$ cat config.mk
export PLATFORM = sky130hd
export DESIGN_NAME = nes_joypad_serializer
export DESIGN_NICKNAME = d
export VERILOG_FILES = /design/src/rtl/nes_input_pkg.sv /design/src/rtl/nes_pad_shifter.sv /design/src/rtl/nes_joypad_serializer.sv
export SDC_FILE = /design/constraint.sdc
export NUM_CORES = 1
export LEC_CHECK = 0
export BUFFER_PORTS_ARGS = -buffer_cell sky130_fd_sc_hd__buf_2
export CAP_MARGIN = 20
export CORE_MARGIN = 2
export CORE_UTILIZATION = 55
export CTS_CLUSTER_DIAMETER = 100
export DETAILED_ROUTE_END_ITERATION = 7
export PLACE_DENSITY = 0.75
export SLEW_MARGIN = 20
export SYNTH_ARGS = -nofsm -noshare
export SYNTH_HDL_FRONTEND = slang
export SYNTH_SLANG_ARGS = --single-unit
$ cat constraint.sdc
create_clock -name clk -period 1.3 [get_ports clk]
set_input_delay 0.065 -clock clk [delete_from_list [all_inputs] [get_ports clk]]
set_output_delay 0.065 -clock clk [all_outputs]
set_load 0.005 [all_outputs]
$ cat src/rtl/nes_input_pkg.sv
// Shared definitions for the NES joypad input path.
//   - Button bit positions inside an 8-bit pad state (1 = pressed).
//   - Four Score signature bytes appended after the pad data on each port.
//   - Serial stream width per controller port.
//   - pad_state_t: one controller's 8 button bits.
package nes_input_pkg;

  localparam int BTN_A      = 0;
  localparam int BTN_B      = 1;
  localparam int BTN_SELECT = 2;
  localparam int BTN_START  = 3;
  localparam int BTN_UP     = 4;
  localparam int BTN_DOWN   = 5;
  localparam int BTN_LEFT   = 6;
  localparam int BTN_RIGHT  = 7;

  localparam logic [7:0] FS_SIG_PORT0 = 8'h08;
  localparam logic [7:0] FS_SIG_PORT1 = 8'h04;

  localparam int STREAM_W = 24;

  typedef logic [7:0] pad_state_t;

endpackage

$ cat src/rtl/nes_pad_shifter.sv
// One controller port: 24-bit serial frame, saturating bit counter and
// falling-edge detect on the port's read clock.
// Ports:
//   clk, reset_n  - clock, asynchronous active-low reset
//   clear         - synchronous clear (same effect as reset)
//   frame         - frame loaded while strobe is high (shifted out LSB first)
//   strobe        - latch; reloads frame every cycle it is high
//   clk_bit       - this port's read clock; a falling edge advances the stream
//   fill_bit      - value shifted in at the top of the register
//   data_out      - current serial bit (registered)
module nes_pad_shifter
  import nes_input_pkg::*;
(
  input  logic                clk,
  input  logic                reset_n,
  input  logic                clear,
  input  logic [STREAM_W-1:0] frame,
  input  logic                strobe,
  input  logic                clk_bit,
  input  logic                fill_bit,
  output logic                data_out
);

  localparam logic [4:0] CNT_MAX = 5'(STREAM_W);

  logic [STREAM_W-1:0] shift_q, shift_d;
  logic [4:0]          cnt_q, cnt_d;
  logic                last_clk_q, last_clk_d;
  logic                fall;

  assign fall = ~clk_bit & last_clk_q;

  always_comb begin
    shift_d    = shift_q;
    cnt_d      = cnt_q;
    last_clk_d = clk_bit;
    if (clear) begin
      shift_d    = '0;
      cnt_d      = '0;
      last_clk_d = 1'b0;
    end else if (strobe) begin
      // Strobe beats a coincident clock edge: the frame restarts at bit 0.
      shift_d = frame;
      cnt_d   = '0;
    end else if (fall) begin
      // Past the end of the frame the register keeps shifting fill_bit.
      shift_d = {fill_bit, shift_q[STREAM_W-1:1]};
      if (cnt_q != CNT_MAX) begin
        cnt_d = cnt_q + 5'd1;
      end
    end
  end

  always_ff @(posedge clk or negedge reset_n) begin
    if (!reset_n) begin
      shift_q    <= '0;
      cnt_q      <= '0;
      last_clk_q <= 1'b0;
    end else begin
      shift_q    <= shift_d;
      cnt_q      <= cnt_d;
      last_clk_q <= last_clk_d;
    end
  end

  assign data_out = shift_q[0];

endmodule

$ cat src/rtl/nes_joypad_serializer.sv
// Serialises NUM_PADS joypad states onto the two NES controller data lines
// ($4016 D0 on port 0, $4017 D0 on port 1), with Four Score multiplexing.
// Optional turbo is compiled in with `define NES_JOY_TURBO_EN.
// Ports:
//   clk, reset_n   - core clock, asynchronous active-low reset
//   clear          - synchronous clear from reset_nes
//   joy_in         - pad p in [p*8+7:p*8], 1 = pressed
//   fourscore_en   - 4-player mode request (only honoured when NUM_PADS==4)
//   joypad_strobe  - latch from the core
//   joypad_clock   - per-port read clock, falling edge advances
//   joypad_data    - serial bit per port
//   turbo_in       - (turbo only) {B,A} turbo request per pad
//   frame_tick     - (turbo only) one pulse per video frame
module nes_joypad_serializer
  import nes_input_pkg::*;
#(
  parameter int   NUM_PADS     = 2,
  parameter logic FILL_BIT     = 1'b1,
  parameter int   TURBO_PERIOD = 2
) (
  input  logic                  clk,
  input  logic                  reset_n,
  input  logic                  clear,
  input  logic [NUM_PADS*8-1:0] joy_in,
  input  logic                  fourscore_en,
  input  logic                  joypad_strobe,
  input  logic [1:0]            joypad_clock,
  output logic [1:0]            joypad_data
`ifdef NES_JOY_TURBO_EN
  ,
  input  logic [NUM_PADS*2-1:0] turbo_in,
  input  logic                  frame_tick
`endif
);

  generate
    if ((NUM_PADS != 2 && NUM_PADS != 4) || TURBO_PERIOD < 1 || TURBO_PERIOD > 15) begin : g_bad_param
      $error("nes_joypad_serializer: illegal NUM_PADS or TURBO_PERIOD");
    end
  endgenerate

`ifdef NES_JOY_TURBO_EN
  localparam logic [3:0] TURBO_LAST = 4'(TURBO_PERIOD - 1);

  logic [3:0] frame_cnt_q, frame_cnt_d;
  logic       turbo_phase_q, turbo_phase_d;

  always_comb begin
    frame_cnt_d   = frame_cnt_q;
    turbo_phase_d = turbo_phase_q;
    if (clear) begin
      frame_cnt_d   = '0;
      turbo_phase_d = 1'b0;
    end else if (frame_tick) begin
      if (frame_cnt_q == TURBO_LAST) begin
        frame_cnt_d   = '0;
        turbo_phase_d = ~turbo_phase_q;
      end else begin
        frame_cnt_d = frame_cnt_q + 4'd1;
      end
    end
  end

  always_ff @(posedge clk or negedge reset_n) begin
    if (!reset_n) begin
      frame_cnt_q   <= '0;
      turbo_phase_q <= 1'b0;
    end else begin
      frame_cnt_q   <= frame_cnt_d;
      turbo_phase_q <= turbo_phase_d;
    end
  end
`endif

  // Absent pads read as all-released so the 2-pad build needs no special case.
  pad_state_t pad_eff [4];

  generate
    for (genvar gi = 0; gi < 4; gi++) begin : g_pad
      if (gi < NUM_PADS) begin : g_present
`ifdef NES_JOY_TURBO_EN
        pad_state_t turbo_mask;
        always_comb begin
          turbo_mask        = '0;
          turbo_mask[BTN_A] = turbo_in[gi*2]   & turbo_phase_q;
          turbo_mask[BTN_B] = turbo_in[gi*2+1] & turbo_phase_q;
        end
        assign pad_eff[gi] = joy_in[gi*8 +: 8] | turbo_mask;
`else
        assign pad_eff[gi] = joy_in[gi*8 +: 8];
`endif
      end else begin : g_absent
        assign pad_eff[gi] = '0;
      end
    end
  endgenerate

  // Frames are only captured on strobe, so a mid-stream change of
  // fourscore_en or turbo phase cannot alter a read in progress.
  logic                fs_active;
  logic [STREAM_W-1:0] frame [2];

  assign fs_active = (NUM_PADS == 4) && fourscore_en;
  assign frame[0]  = fs_active ? {FS_SIG_PORT0, pad_eff[2], pad_eff[0]}
                               : {{16{FILL_BIT}}, pad_eff[0]};
  assign frame[1]  = fs_active ? {FS_SIG_PORT1, pad_eff[3], pad_eff[1]}
                               : {{16{FILL_BIT}}, pad_eff[1]};

  generate
    for (genvar gi = 0; gi < 2; gi++) begin : g_port
      nes_pad_shifter u_shifter (
        .clk      (clk),
        .reset_n  (reset_n),
        .clear    (clear),
        .frame    (frame[gi]),
        .strobe   (joypad_strobe),
        .clk_bit  (joypad_clock[gi]),
        .fill_bit (FILL_BIT),
        .data_out (joypad_data[gi])
      );
    end
  endgenerate

endmodule

==> results of run 1 <==
## synth_stat cells
library cell	n	area share
buf_6	7	0.032
dfrtp_1	50	0.51
mux2_2	30	0.14
nor2_1	76	0.12
nor2_4	1	0.0046
mux2_1	6	0.028
nor2b_1	2	0.0051
nand2b_1	2	0.0051
mux2i_1	16	0.066
a21oi_1	2	0.0041
nand2_2	2	0.0051
clkbuf_1	1	0.0015
mux2_4	10	0.061
buf_2	7	0.014
buf_4	2	0.0061
## cells by family after synthesis
kind of cell / count (synthesis) / share of synthesized area
mux: 62 / 0.293
compound gates: 2 / 0.00410
buf+inv: 17 / 0.0543
flops: 50 / 0.512
simple gates: 83 / 0.137
## timing repair
| action | CTS | global route |
|---|---|---|
| endpoints found under the hold margin | 52 | 0 |
| hold buffers | 3 | 0 |
| setup buffers | 0 | 0 |
## metal layers
metal / share of wire / up-vias
li1: - / 744
met1: 0.43 / 735
met5: 0 / -
met4: 0.019 / 0
met3: 0.041 / 6
met2: 0.51 / 24
## metrics by stage
step	instance area (sq um)	setup WS, ns
after floorplan	2440	0.204
after global placement	2610	0.0955
after detailed placement	2610	0.106
after CTS	2720	0.136
after global routing	2720	0.0687
final	2720	0.144
## power groups by stage
stage	Clock (W)	Sequential (W)	Combinational, W
after detailed placement	0	0.00181	0.000504
after global placement	0	0.00180	0.000490
after floorplan	0	0.00179	0.000380
final	0.000827	0.00178	0.000501
after global routing	0.000929	0.00180	0.000562
after CTS	0.000868	0.00178	0.000513
## critical path, cell delays in order, from the launching register on
cell and delay (ns):
dfrtp_1 0.33, nand2b_1 0.08, nand2_2 0.09, buf_12 0.18, mux2_2 0.35
## state kept, by name (all words and copies together), names as in the netlist
register / cells
g_port.u_shifter.shift_q: 48
g_port.u_shifter.last_clk_q: 2
## worst max-delay path by stage
stage | to | slack (ns) | depth (start not counted)
floorplan | g_port[0].u_shifter.shift_q[3] | 0.20 | 4
global placement | g_port[0].u_shifter.shift_q[7] | 0.1 | 5
detailed placement | g_port[0].u_shifter.shift_q[3] | 0.11 | 5
CTS | g_port[1].u_shifter.shift_q[4] | 0.14 | 4
global route | g_port[1].u_shifter.shift_q[5] | 0.07 | 4
finish | g_port[1].u_shifter.shift_q[4] | 0.14 | 4
## layout make-up
type / instances / area, sq um
Clock buffer: 7 / 76.3
Fill cell: 358 / 1600
Sequential cell: 50 / 1250
Timing Repair Buffer: 34 / 268
Multi-Input combinational cell: 147 / 1060
Tap cell: 52 / 65.1
==> results_dict.tcl, run 1 <==
set metrics [dict create \
    drt_wl_total_microns 3670 \
    place.gp.congestion 0.703 \
    area_growth_pct 11.3 \
    synth-seq-area-share 0.512 \
    yosysWarningCount 0 \
    num_rows 24 \
    gr-usage-met1 0.195 \
    remaining_drc_errors 0 \
    ys_ff_latch 50 \
    drive_above_1_share 0.332 \
    netlist_area_sq_um 2440 \
    crit_type "flop to flop" \
    layout_common_cells "nor2_1, dfrtp_1, mux2_2" \
    place_hpwl_microns 2480 \
    vias 1509 \
    p_leak_nw 1.37 \
    drv_cap 0 \
    period_minus_slack_ns 1.16 \
    numCtsBuffers 5 \
    cts-root-buf "clkbuf_8" \
    vdd_drop_max_mv 0.734 \
    synth_nets 237 \
    sequentialPowerShare 0.572 \
    cp-start-kind "flop" \
    r2r_slack_ns 0.14 \
    hold_viol_final 0 \
    first_pass_iters 4 \
    combPwrFrac 0.161 \
    rsz0062_at_grt "false" \
    synth_cell_types 15 \
    cts_sinks 50 \
    dieArea_sq_um 4990 \
    wl_per_cell_microns 12.7 \
    r2r_cells 4 \
    syn_area_per_cell_sq_um 11.4 \
    cts_tree "built" \
    cts_resized 0 \
    setup_violations 0 \
    hold-worst-slack_ns 0.0919 \
    worstMarginPinSlew_ns 0.305 \
    min_path_cells 3 \
    cts.clk_slew.worst_paths_ns 0.08 \
    clockPowerShare 0.266 \
    sw_frac_of_total 0.242 \
    die_w_microns 70.7 \
    holdCritStartpoint "joypad_clock[1]" \
    crit_arrival_ns 1.34 \
    antenna_found_initial 0 \
    power.total_w 0.00310 \
    critPathCaptureType "flop" \
    die_h_microns 70.7 \
    fin_util 0.629 \
    drt-initial-drc-count 70 \
    crit_start "g_port[1].u_shifter.last_clk_q" \
    grt_pass1_vias 1518 \
    maxSlewViolCount 0 \
    crit_required_ns 1.48 \
    num_antenna_cells 0 \
    switchingPower_w 0.000750 \
    clock_path_buffers 2 \
    layoutNonFillerInstCount 290 \
    grt_overflow 0 \
    antenna_left 0 \
    grt_max_degree 51 \
    routed_via_density 5.20 \
    holdPathEnd "g_port[1].u_shifter.shift_q[23]" \
    pwr_density_cell_nw_per_um2 1140 \
    worstReg2RegEnd "g_port[1].u_shifter.shift_q[4]" \
    grt_pass1_wl_microns 6600 \
    clock_latency_ns 0.30 \
    skew_ns 0.00563 \
    port_buffers 23 \
    slew_headroom 0.797 \
    grt-busiest-layer "met2" \
    min_path_type "input port to flop" \
    min_period_over_period 0.890 \
    grt_util_all_layers 0.170 \
    numPlacedInstances 280 \
    postSynthCellCount 214 \
    fp.coreArea_sq_um 4320 \
    ioPinCount 25 \
    initial_core_util 0.565 \
    htree_levels 2 \
    met3_usage 0.0456 \
    path_max_fanout 23 \
    gr-usage-met2 0.301 \
    final.setup.tns_ns 0 \
    r2r_start "g_port[1].u_shifter.last_clk_q" \
    max_freq_ghz 0.865 \
    intPower_w 0.00235 \
    run_status "complete, no violations" \
    finalNetCount 261 \
    final_common_cell "nor2_1" \
]
Power figures use the tool's default switching activity.
==> run 2, diff against run 1 <==
--- a/config.mk
+++ b/config.mk
@@ -11,6 +11,7 @@
 export CORE_UTILIZATION = 55
 export CTS_CLUSTER_DIAMETER = 100
 export DETAILED_ROUTE_END_ITERATION = 7
+export GPL_TIMING_DRIVEN = 0
 export PLACE_DENSITY = 0.75
 export SLEW_MARGIN = 20
 export SYNTH_ARGS = -nofsm -noshare
==> results_dict.tcl, run 2 (synthesis results as in run 1) <==
set metrics [dict create \
    place.gp.congestion 0.749 \
    die_h_microns 70.7 \
    htree_levels 2 \
    cts_sinks 50 \
    clock_path_buffers 2 \
    initial_core_util 0.565 \
    port_buffers 22 \
    ioPinCount 25 \
    dieArea_sq_um 4990 \
    largest_reg_flops 48 \
    first_pass_iters 4 \
    fin_area_sq_um 2740 \
    crit_arrival_ns 1.39 \
    vdd_drop_max_mv 0.729 \
    crit_chain "nand2b_1 > nand2_2 > buf_6 > mux2_2" \
    regArea_sq_um 1250 \
    drt_wl_total_microns 3680 \
    postPlaceCellArea_sq_um 2620 \
    fillCellCount 352 \
    min_path_type "input port to flop" \
    grt_overflow 0 \
    cts_tree "built" \
    max_freq_ghz 0.830 \
    final.setup.tns_ns 0 \
    crit_required_ns 1.49 \
    drt-initial-drc-count 92 \
    numCtsBuffers 5 \
    cp-start-kind "flop" \
    skew_ns 0.00459 \
    largestRegisters "g_port.u_shifter.shift_q (48), g_port.u_shifter.last_clk_q (2)" \
    critPathCaptureType "flop" \
    clockPowerShare 0.287 \
    final_common_cell "nor2_1" \
    dp_slack_ns 0.0953 \
    grt_pass1_wl_microns 6740 \
    cpMaxStageDelayCell "mux2_2" \
    routed_via_density 5.06 \
    setup_violations 0 \
    layout_setup_ws_ns 0.0955 \
    run_status "complete, no violations" \
    drv_cap 0 \
    worstMarginPinSlew_ns 0.621 \
    pwr_density_cell_nw_per_um2 1160 \
    wl_per_cell_microns 12.3 \
    p_leak_nw 1.39 \
    die_w_microns 70.7 \
    vias 1513 \
    finalNetCount 269 \
    path_max_fanout 10 \
    power.total_w 0.00318 \
    slowest_delay_ns 0.34 \
    slew_headroom 0.586 \
    crit_type "flop to flop" \
    combPwrFrac 0.156 \
    num_antenna_cells 0 \
    multi_input_area_sq_um 1060 \
    rsz0062_at_grt "false" \
    antenna_left 0 \
    area_growth_pct 12.2 \
    hold_viol_final 0 \
    grt_util_all_layers 0.171 \
    place_hpwl_microns 2500 \
    top_register "g_port.u_shifter.shift_q" \
    intPower_w 0.00241 \
    fp.coreArea_sq_um 4320 \
    grt_max_degree 51 \
    drive_above_1_share 0.356 \
    maxSlewViolCount 0 \
    clock_latency_ns 0.30 \
    cts.clk_slew.worst_paths_ns 0.09 \
    sequentialPowerShare 0.557 \
    cts-root-buf "clkbuf_8" \
    switchingPower_w 0.000775 \
    grt_pass1_vias 1488 \
    min_period_over_period 0.927 \
    hold-worst-slack_ns 0.0974 \
    sw_frac_of_total 0.243 \
    remaining_drc_errors 0 \
    num_rows 24 \
    antenna_found_initial 0 \
    period_minus_slack_ns 1.20 \
    layout_common_cells "nor2_1, dfrtp_1, mux2_2" \
]
-- run 2: cell types whose count changed in the layout (fill, tap and decap cells not counted), sizes merged --
cell | before | now
buf | 31 | 38
clkbuf | 7 | 8
clkinv | 0 | 1
-- run 2: path summary, 6_finish.rpt --
path                                                startpoint                         endpoint  slack [ns]  cells after the start
worst max-delay path            g_port[0].u_shifter.last_clk_q   g_port[0].u_shifter.shift_q[8]         0.1                      4
worst min-delay path                           joypad_clock[0]  g_port[0].u_shifter.shift_q[23]         0.1                      3
worst max register to register  g_port[0].u_shifter.last_clk_q   g_port[0].u_shifter.shift_q[8]         0.1                      4
worst min register to register  g_port[0].u_shifter.shift_q[4]   g_port[0].u_shifter.shift_q[4]        0.49                      1
max in group asynchronous                              reset_n  g_port[0].u_shifter.shift_q[14]        0.56                      2
min in group asynchronous                              reset_n   g_port[1].u_shifter.shift_q[6]        0.32                      2
-- run 2: timing repair --
action | in CTS | in global routing
hold buffers | 1 | 2
buffers inserted | 0 | 0
hold endpoints to repair | 1 | 51
gates resized for setup | 0 | 0
-- run 2: metal layers --
layer  share of wire  vias to the layer above  GRT usage
met3           0.041                        3     0.0484
met2            0.47                       25      0.278
li1                -                      761          -
met1            0.48                      724      0.225
met4          0.0057                        0     0.0566
met5               0                        -          0
-- run 2: layout make-up --
class,count,share of cell area
plain buffers,17,0.0484
multi-input cells,147,0.386
clock buffers,7,0.0315
repair buffers,25,0.0520
well taps,52,0.0237
clock inverters,1,0.00182
flip-flops and latches,50,0.456
-- run 2: worst max-delay path, delay by kind of cell (launching register included) --
family	cells	cell delay (ns)
buffers and inverters	1	0.18
and+or+nand+nor	2	0.24
muxes	1	0.34
DFF	1	0.33
-- run 2: through the flow --
stage	utilization	cells
after global placement	0.606	288
final	0.634	299
after detailed placement	0.606	288
after global routing	0.634	299
after CTS	0.629	297
after floorplan	-	214
-- run 2: power groups by stage --
stage / clock, W / sequential, W / combinational, W
6_report: 0.000913 / 0.00177 / 0.000498
5_1_grt: 0.00100 / 0.00180 / 0.000565
4_1_cts: 0.000951 / 0.00177 / 0.000504
3_3_place_gp: 0 / 0.00180 / 0.000489
3_5_place_dp: 0 / 0.00180 / 0.000500
2_1_floorplan: 0 / 0.00179 / 0.000380
